### config.mk
export PLATFORM = sky130hd
export DESIGN_NAME = uart_rx_fifo_flat
export DESIGN_NICKNAME = d
export VERILOG_FILES = /design/src/rtl/uart_rx_fifo_pkg.sv /design/src/rtl/uart_rx_fifo_if.sv /design/src/rtl/fifo_regfile.sv /design/src/rtl/uart_rx_fifo.sv /design/src/flat_wrapper.sv
export SDC_FILE = /design/constraint.sdc
export NUM_CORES = 1
export LEC_CHECK = 0
export ABC_AREA = 1
export CORE_MARGIN = 1.5
export CORE_UTILIZATION = 50
export DETAILED_ROUTE_END_ITERATION = 8
export PLACE_DENSITY = 0.67
export SLEW_MARGIN = 40
export SYNTH_ARGS = -nofsm -noshare
export SYNTH_HDL_FRONTEND = slang
export SYNTH_SLANG_ARGS = --single-unit
export TNS_END_PERCENT = 5
### constraint.sdc
create_clock -name clk_i -period 6.2 [get_ports clk_i]
set_clock_uncertainty 0.05 [all_clocks]
set_input_delay 1.55 -clock clk_i [delete_from_list [all_inputs] [get_ports clk_i]]
set_output_delay 1.55 -clock clk_i [all_outputs]
set_load 0.01 [all_outputs]
### src/rtl/uart_rx_fifo_pkg.sv
// Shared sizing constants and types for the UART receive FIFO.
package uart_rx_fifo_pkg;

  localparam int unsigned FIFO_DEPTH  = 16;
  localparam int unsigned FIFO_ADDR_W = 4;

  typedef logic [7:0] byte_t;

endpackage

### src/rtl/uart_rx_fifo_if.sv
// Byte-in / status-out bundle between uart_rx, the FIFO and the MMIO decoder.
interface uart_rx_fifo_if
  import uart_rx_fifo_pkg::*;
#(
  parameter int unsigned ADDR_W = FIFO_ADDR_W
);

  byte_t           byte_i;
  logic            byte_ready_i;
  logic            pop_i;
  logic            clear_overflow_i;
  byte_t           data_o;
  logic            empty_o;
  logic            full_o;
  logic [ADDR_W:0] count_o;
  logic            overflow_o;

  modport master (
    output byte_i, byte_ready_i, pop_i, clear_overflow_i,
    input  data_o, empty_o, full_o, count_o, overflow_o
  );

  modport slave (
    input  byte_i, byte_ready_i, pop_i, clear_overflow_i,
    output data_o, empty_o, full_o, count_o, overflow_o
  );

endinterface

### src/rtl/fifo_regfile.sv
// DEPTH x 8 storage: one synchronous write port, one asynchronous read port.
module fifo_regfile
  import uart_rx_fifo_pkg::*;
#(
  parameter int unsigned DEPTH  = FIFO_DEPTH,
  parameter int unsigned ADDR_W = FIFO_ADDR_W
) (
  input  logic              clk,
  input  logic              we,
  input  logic [ADDR_W-1:0] waddr,
  input  byte_t             wdata,
  input  logic [ADDR_W-1:0] raddr,
  output byte_t             rdata
);

  byte_t mem [DEPTH];

  always_ff @(posedge clk) begin
    if (we) mem[waddr] <= wdata;
  end

  assign rdata = mem[raddr];

endmodule

### src/rtl/uart_rx_fifo.sv
// Receive-side FWFT byte FIFO fed by uart_rx's byte-ready flag, with sticky overflow.
module uart_rx_fifo
  import uart_rx_fifo_pkg::*;
#(
  parameter int unsigned DEPTH  = FIFO_DEPTH,
  parameter int unsigned ADDR_W = FIFO_ADDR_W
) (
  input logic            clk_i,
  input logic            rst_i,
  uart_rx_fifo_if.slave  bus
);

  localparam logic [ADDR_W:0] FullCount = (ADDR_W + 1)'(DEPTH);

  logic              ready_q;
  logic [ADDR_W-1:0] wr_ptr_q, rd_ptr_q;
  logic [ADDR_W:0]   count_q, count_d;
  logic              overflow_q;
  logic              push_req, is_empty, is_full;
  logic              do_push, do_pop, overflow_set;
  byte_t             rdata;

  assign push_req = bus.byte_ready_i & ~ready_q;
  assign is_empty = (count_q == '0);
  assign is_full  = (count_q == FullCount);
  assign do_pop   = bus.pop_i & ~is_empty;
  // When full, a same-cycle pop frees the slot the write lands in (wr_ptr == rd_ptr).
  assign do_push      = push_req & (~is_full | bus.pop_i);
  assign overflow_set = push_req & is_full & ~bus.pop_i;

  always_comb begin
    count_d = count_q;
    case ({do_push, do_pop})
      2'b10:   count_d = count_q + 1'b1;
      2'b01:   count_d = count_q - 1'b1;
      default: count_d = count_q;
    endcase
  end

  always_ff @(posedge clk_i or posedge rst_i) begin
    if (rst_i) begin
      ready_q    <= 1'b0;
      wr_ptr_q   <= '0;
      rd_ptr_q   <= '0;
      count_q    <= '0;
      overflow_q <= 1'b0;
    end else begin
      ready_q <= bus.byte_ready_i;
      count_q <= count_d;
      if (do_push) wr_ptr_q <= wr_ptr_q + 1'b1;
      if (do_pop)  rd_ptr_q <= rd_ptr_q + 1'b1;
      if (overflow_set)              overflow_q <= 1'b1;
      else if (bus.clear_overflow_i) overflow_q <= 1'b0;
    end
  end

  fifo_regfile #(
    .DEPTH  (DEPTH),
    .ADDR_W (ADDR_W)
  ) u_regfile (
    .clk   (clk_i),
    .we    (do_push),
    .waddr (wr_ptr_q),
    .wdata (bus.byte_i),
    .raddr (rd_ptr_q),
    .rdata (rdata)
  );

  assign bus.data_o     = is_empty ? 8'h00 : rdata;
  assign bus.empty_o    = is_empty;
  assign bus.full_o     = is_full;
  assign bus.count_o    = count_q;
  assign bus.overflow_o = overflow_q;

endmodule

### src/flat_wrapper.sv
// flat-port wrapper written by rule: the top's interface ports become plain ports
module uart_rx_fifo_flat import uart_rx_fifo_pkg::*;
#(
  parameter int unsigned DEPTH  = FIFO_DEPTH,
  parameter int unsigned ADDR_W = FIFO_ADDR_W
)
  (clk_i, rst_i, bus_byte_i, bus_byte_ready_i, bus_pop_i, bus_clear_overflow_i, bus_data_o, bus_empty_o, bus_full_o, bus_count_o, bus_overflow_o);
  uart_rx_fifo_if #(.ADDR_W(ADDR_W)) bus_i ();
  input logic clk_i;
  input logic rst_i;
  input wire logic [$bits(bus_i.byte_i)-1:0] bus_byte_i;
  input wire logic [$bits(bus_i.byte_ready_i)-1:0] bus_byte_ready_i;
  input wire logic [$bits(bus_i.pop_i)-1:0] bus_pop_i;
  input wire logic [$bits(bus_i.clear_overflow_i)-1:0] bus_clear_overflow_i;
  output wire logic [$bits(bus_i.data_o)-1:0] bus_data_o;
  output wire logic [$bits(bus_i.empty_o)-1:0] bus_empty_o;
  output wire logic [$bits(bus_i.full_o)-1:0] bus_full_o;
  output wire logic [$bits(bus_i.count_o)-1:0] bus_count_o;
  output wire logic [$bits(bus_i.overflow_o)-1:0] bus_overflow_o;
  assign bus_i.byte_i = bus_byte_i;
  assign bus_i.byte_ready_i = bus_byte_ready_i;
  assign bus_i.pop_i = bus_pop_i;
  assign bus_i.clear_overflow_i = bus_clear_overflow_i;
  assign bus_data_o = bus_i.data_o;
  assign bus_empty_o = bus_i.empty_o;
  assign bus_full_o = bus_i.full_o;
  assign bus_count_o = bus_i.count_o;
  assign bus_overflow_o = bus_i.overflow_o;
  uart_rx_fifo #(.DEPTH(DEPTH), .ADDR_W(ADDR_W)) u_core (.clk_i(clk_i), .rst_i(rst_i), .bus(bus_i));
endmodule
==> results by group, run 1 <==
Clock tree
  – CTS max path bufs: 2
  – Clock Sinks: around 140
  – Setup Fix Bufs, Post-CTS: 0
  – Htree depth: 4
  – CTS tree: done
  – Cts repair resizes: 0
  – Hold_buf cts: 0
  – Num CTS Buffers: 17
  – CTS root buffer: clkbuf_16
  – Clock-pin slew on the worst setup and hold paths: ~0.060 ns
  – Worst skew pair latency: around 0.42 ns

Power and ir drop
  – Pwr Total: around 3.3 mW
  – Clk pwr share: between 20% and 30%
  – Int Pwr: approximately 2.1 mW
  – Cell Pwr Density: 475 mW/mm2
  – Sw Ratio: between 30% and 40%
  – Proportion of power drawn by combinational gates: 34.7%
  – IR drop worst, VDD: about 0.24 mV
  – Seq pwr share: 36.6%
  – P_leak: approximately 2.6 nW
  – P_sw: 1.21 mW

Status
  – Status: completed

Setup path
  – Crit path kind: flip-flop to primary output
  – Family with the most delay on the worst path: buffers and inverters
  – Crit Reg-Reg Endpoint: u_core.bus.count_o[4]$_DFFE_PP0P_
  – CP Max Fanout: 19
  – Critical-path cell list: clkinv_1 -> nand3_1 -> nand2_1 -> nand2_1 -> a21oi_1 -> clkdlybuf4s50_1
  – Max stage delay on crit path: a little over 0.8 ns
  – Reg2Reg Depth: 14
  – Critical R2R Launch: u_core.bus.count_o[0]$_DFFE_PP0P_
  – Worst EP required: 4.60 ns
  – WP data arrival: around 3 ns
  – Reg2reg setup slack: approximately 3.6 ns
  – Critical Path End Type: primary output
  – Buffer and inverter count on the worst path: 2
  – CP Launch Type: flip-flop
  – CP most frequent cell: nand2_1
  – Slowest library cell on the worst path: dfrtp_1

Logic synthesis
  – Synth Area per Inst: approximately 11 um2
  – Yosys warns: 0
  – Synth unique cells: 25
  – Post-Syn Area: between 0.006 and 0.007 mm2
  – Synthesis-stage register bit count: about 140
  – Synth Instances: about 550
  – Syn Nets: between 500 and 600
  – Sequential area share after synthesis: 69.0%

Placed design
  – Pre-CTS setup slack: 1.99 ns
  – Final Wtd Congestion: about 0.84
  – Port Buffer Count: 28
  – Post-detail-place hpwl: 8530 um

Routing
  – First drt pass iteration count: 5
  – Routed Antenna Nets: 0
  – DR vias: just over 4k
  – DRC violations left: 0
  – Drt total wl: ~14000 um
  – DRT iter0 DRCs: approximately 310
  – Vias/cell: 5.59
  – Drt wl/cell: between 15 and 20 um

Global route
  – Gr ovfl total: 0
  – Initial antenna violation count: 0
  – Largest net degree at the start of global routing: 67
  – Gr usage total: between 20% and 30%
  – First-pass GRT wire length: 21400 um
  – Vias in the first global route: roughly 3.9k

STA
  – Least-Margin Pin Slew: about 0.86 ns
  – Setup Viol. Count Final: 0
  – Slew headroom: a little over two fifths
  – Min Clock Period, post-route: 4.62 ns
  – Final worst path period share: 74.6%
  – RSZ-0062 raised after global routing: no
  – Total negative slack: 0 ns
  – Final hold vios: 0
  – Final WS setup: 1.58 ns
  – Final Slew Violations: 0
  – Hold Slack: roughly 0.49 ns
  – Peak Freq: 216 MHz

Worst hold path
  – Hold_sp: u_core.bus.overflow_o$_DFFE_PP0P_
  – Hold Path Depth: 2
  – Worst hold endpoint: u_core.bus.overflow_o$_DFFE_PP0P_
  – HP Class: flip-flop to flip-flop

Finish
  – Ant diodes: 0
  – Layout Utilization: 58.7%
  – # fillers: slightly below 1k
  – Layout net count: just under 600
  – Area grow syn2layout: 14.9%
  – Share of layout cells above drive strength 1: approximately 7.9%

Floorplanning
  – # rows: 40
  – Core region area: about 0.012 mm2
  – Starting Density: 51.1%
  – Die area: between 0.01 and 0.015 mm2
  – Die H: approximately 110 um
  – Die X: 114 um
  – IO Pins: 29

Job
  – Max-cap violations: 0
==> layout by cell type, fill, tap and decap left out, types with 3 or more instances in the layout <==
master           instances
inv_1                   18
edfxtp_1               128
nor2_2                   3
xor2_1                   6
o21ai_0                  6
clkinv_2                 4
nand3_1                108
a21oi_1                  9
clkinvlp_4               6
clkdlybuf4s50_1         28
clkbuf_16               17
dfrtp_1                 14
ha_1                     9
nand2_1                190
nor2_1                  15
buf_4                    3
==> power by group through the flow <==
stage | Clock, mW | Combinational [mW] | Sequential, mW
floorplan | 0 | 0.800 | 1.20
global placement | 0 | 1.14 | 1.23
detailed placement | 0 | 1.15 | 1.24
CTS | 0.966 | 1.16 | 1.22
global route | 1.00 | 1.29 | 1.23
finish | 0.957 | 1.16 | 1.22
==> synthesized netlist by cell type, drive strengths merged <==
library cell | number | share of area (%)
ha | 9 | 1.8
nor2 | 20 | 1.5
xnor2 | 2 | 0.29
nand2 | 191 | 12
inv | 20 | 1.2
o21ai | 8 | 0.65
o21bai | 1 | 0.12
a21o | 1 | 0.12
clkinv | 2 | 0.12
dfrtp | 15 | 6.1
a21oi | 9 | 0.74
a21boi | 1 | 0.31
clkbuf | 3 | 0.18
buf | 22 | 2.2
xor2 | 6 | 0.86
nand3 | 109 | 9.0
edfxtp | 128 | 63
==> cells by family (layout without fill, tap and decap cells) <==
family | after synthesis | in the layout | synth area share, %
adder cells (fa/ha/maj) | 9 | 9 | 1.84
buffers and inverters | 47 | 85 | 3.77
flip-flops | 143 | 143 | 69.0
XOR/XNOR | 8 | 8 | 1.15
AO/OA/AOI/OAI | 20 | 20 | 1.94
AND/OR/NAND/NOR | 320 | 320 | 22.3
==> metal layers <==
metal  track usage, %  wire length [um]  up-vias  part of all wire (%)
met5                0                 0        -                     0
met4             9.42               296        0                   2.1
li1                 -                 -     1929                     -
met3             6.32              1010       21                   7.3
met1             31.9              6180     1983                    45
met2             34.1              6370      157                    46
==> state kept, by name (all words and copies together) (netlist names) <==
register               count
u_core.bus.count_o         5
u_core.u_regfile.mem     128
u_core.ready_q             1
u_core.rd_ptr_q            4
u_core.wr_ptr_q            4
u_core.bus.overflow_o      1
==> worst max-delay path by stage <==
stage | cells past startpoint | endpoint | start | slack, ns
final | 6 | bus_data_o[0] | u_core.rd_ptr_q[2]$_DFFE_PP0P_ | 1.58
after global routing | 6 | bus_data_o[0] | u_core.rd_ptr_q[2]$_DFFE_PP0P_ | 1.35
after CTS | 6 | bus_data_o[0] | u_core.rd_ptr_q[2]$_DFFE_PP0P_ | 1.56
after detailed placement | 6 | bus_data_o[0] | u_core.rd_ptr_q[2]$_DFFE_PP0P_ | 1.99
after global placement | 6 | bus_data_o[0] | u_core.rd_ptr_q[2]$_DFFE_PP0P_ | 2.02
after floorplan | 11 | u_core.bus.count_o[4]$_DFFE_PP0P_ | bus_byte_ready_i | 3.16
==> worst reg2reg max path, stage by stage (launching register included) <==
cell     delay [ns]
dfrtp_1        0.44
nor2_2         0.14
nand3_2        0.13
nor2_4         0.32
inv_1          0.09
nand2_2        0.09
inv_2          0.09
ha_1           0.31
xor2_1         0.19
ha_1           0.21
a21o_1         0.18
nand3_1        0.10
nand3_1        0.07
nand3_1        0.08
nand2_1        0.05
==> area by class of cell <==
type                    count  area, um2  share of cell area, %
multi-input cells         357       1670                   23.8
repair buffers             31        303                   4.31
flip-flops and latches    143       4220                   60.1
clock inverters            13        113                   1.60
clock buffers              19        453                   6.45
inverters                  22       85.1                   1.21
well taps                 147        184                   2.62
==> stage by stage <==
step,cells,area [um2]
finish,732,7030
global route,732,7030
CTS,732,7020
detailed placement,700,6460
global placement,700,6450
floorplan,547,6110
(Power assumes the default switching activity.)
==> run 2: changes to the inputs <==
- PLACE_DENSITY: 0.67 -> 0.7
- clock period: 6.2 -> 3.8 ns (I/O delays scaled with it)
==> results by group, run 2 (synthesized netlist as in run 1, its figures left out) <==
Clock tree
  – CTS tree: done
  – CTS root buffer: clkbuf_16
  – Num CTS Buffers: 17
  – Htree depth: 4
  – Cts repair resizes: 0
  – CTS max path bufs: 2
  – Setup Fix Bufs, Post-CTS: 0
  – Hold_buf cts: 0
  – Worst skew pair latency: about 0.43 ns
  – Clock-pin slew on the worst setup and hold paths: approximately 0.06 ns
  – Clock Sinks: 143

Placed design
  – Placed insts: between 700 and 800
  – Port Buffer Count: 28
  – Final Wtd Congestion: about 0.85
  – Post-detail-place hpwl: around 9200 um

Setup path
  – Worst EP required: between 2 and 3 ns
  – Slowest library cell on the worst path: clkdlybuf4s50_1
  – CP Launch Type: flip-flop
  – Crit path kind: flip-flop to primary output
  – Critical path origin: u_core.rd_ptr_q[0]$_DFFE_PP0P_
  – Crit Reg-Reg Endpoint: u_core.bus.count_o[4]$_DFFE_PP0P_
  – CP most frequent cell: nand2_1
  – Reg2reg setup slack: 1.11 ns
  – Critical-path cell list: buf_4 -> nand2_1 -> nand3_1 -> nand3_1 -> nand2_1 -> nand2_1 -> a21oi_1 -> clkdlybuf4s50_1
  – Critical R2R Launch: u_core.bus.count_o[0]$_DFFE_PP0P_
  – Critical Path End Type: primary output
  – CP Max Fanout: between 40 and 50
  – WP data arrival: between 2 and 3 ns
  – Max stage delay on crit path: between 0.5 and 0.6 ns
  – Reg2Reg Depth: 14

STA
  – Slew headroom: 41.0%
  – Peak Freq: approximately 280 MHz
  – RSZ-0062 raised after global routing: no
  – Final hold vios: 0
  – Final Slew Violations: 0
  – Final worst path period share: a little over nine tenths
  – Setup Viol. Count Final: 0
  – Min Clock Period, post-route: roughly 3.6 ns
  – Total negative slack: 0 ns
  – Least-Margin Pin Slew: ~0.88 ns

Routing
  – Drt total wl: between 10000 and 15000 um
  – Vias/cell: 5.62
  – DRC violations left: 0
  – Drt wl/cell: 19.5 um
  – Routed Antenna Nets: 0
  – First drt pass iteration count: 5
  – DR vias: between 4k and 5k
  – DRT iter0 DRCs: around 560

Worst hold path
  – Hold_sp: u_core.bus.overflow_o$_DFFE_PP0P_
  – Hold Path Depth: 2
  – HP Class: flip-flop to flip-flop
  – Worst hold endpoint: u_core.bus.overflow_o$_DFFE_PP0P_

Global route
  – Initial antenna violation count: 0
  – Vias in the first global route: between 4k and 5k
  – Gr ovfl total: 0
  – Gr usage total: between 20% and 30%
  – First-pass GRT wire length: between 20000 and 25000 um
  – Largest net degree at the start of global routing: just under 50

Power and ir drop
  – P_leak: roughly 2.7 nW
  – Sw Ratio: 34.9%
  – IR drop worst, VDD: 0.395 mV
  – Cell Pwr Density: slightly above 800 mW/mm2
  – P_sw: around 2.0 mW
  – Proportion of power drawn by combinational gates: about a third
  – Int Pwr: ~3.7 mW
  – Clk pwr share: between 30% and 40%
  – Seq pwr share: between 30 and 40%

Status
  – Status: completed

Floorplanning
  – # rows: 40
  – Starting Density: between 50% and 60%
  – Core region area: around 0.012 mm2
  – IO Pins: 29
  – Die X: ~110 um
  – Die area: 0.0129 mm2
  – Die H: roughly 110 um

Finish
  – Number of flip-flops under the largest register name: between 100 and 150
  – Share of layout cells above drive strength 1: around 8.5%
  – Area grow syn2layout: 16.6%
  – Commonest non-fill, non-tap cell in the layout: nand2_1
  – Commonest cells after routing, fill and taps aside: nand2_1, edfxtp_1, nand3_1, clkdlybuf4s50_1, inv_1
  – # fillers: 942
  – Ant diodes: 0
  – Non-filler instance count after layout: roughly 740
  – Layout net count: 599
  – Most flop-heavy register: u_core.u_regfile.mem
  – Layout Utilization: between 50% and 60%

Job
  – Max-cap violations: 0
run 2: cell types whose count changed in the layout (fill, tap and decap cells not counted), sizes merged:
cell | before | now
clkinvlp | 6 | 2
bufinv | 1 | 5
inv | 22 | 21
clkdlybuf4s50 | 28 | 25
buf | 3 | 11
clkinv | 6 | 7
run 2: routing by layer:
| layer | track usage (%) | wire length (um) | up-vias |
|---|---|---|---|
| li1 | - | - | 1937 |
| met1 | 33.6 | 6300 | 1982 |
| met2 | 35.6 | 6500 | 193 |
| met3 | 6.59 | 1210 | 29 |
| met4 | 10.3 | 335 | 0 |
| met5 | 0 | 0 | - |
run 2: worst max-delay path, delay by kind of cell (launching register included):
kind                   cells  cell delay [ns]
buffers and inverters      2             0.98
and+or+nand+nor            5             0.55
DFF                        1             0.37
AOI/OAI and AO/OA          1             0.22
run 2: layout make-up:
class	count	area, um2	area share [%]
clock inverter	13	210	2.95
tap	147	184	2.58
multi-input combinational	357	1660	23.3
inverter	22	82.6	1.16
sequential	143	4220	59.2
timing repair buffer	36	325	4.56
clock buffer	19	443	6.21
run 2: worst max-delay path by stage:
stage / to / slack [ns]
3_3_place_gp: u_core.bus.count_o[4]$_DFFE_PP0P_ / 0.67
3_5_place_dp: u_core.u_regfile.mem[9][1]$_DFFE_PP_ / 0.62
4_1_cts: bus_data_o[4] / 0.25
2_1_floorplan: u_core.bus.count_o[4]$_DFFE_PP0P_ / 1.36
5_1_grt: bus_data_o[1] / 0.04
6_report: bus_data_o[2] / 0.23
run 2: power groups by stage:
stage | sequential (mW) | clock [mW] | combinational, mW
floorplan | 1.96 | 0 | 1.31
global placement | 1.99 | 0 | 1.89
detailed placement | 2.00 | 0 | 1.93
CTS | 1.97 | 1.84 | 1.94
global route | 1.98 | 1.91 | 2.15
finish | 1.97 | 1.83 | 1.95
run 2: stage by stage:
stage	power [mW]	hold WS (ns)	area [um2]	setup WS, ns
after global placement	3.88	0.471	6490	0.668
final	5.74	0.487	7130	0.227
after floorplan	3.27	0.456	6110	1.36
after global routing	6.04	0.536	7130	0.0354
after detailed placement	3.92	0.488	6490	0.617
after CTS	5.74	0.500	7140	0.249
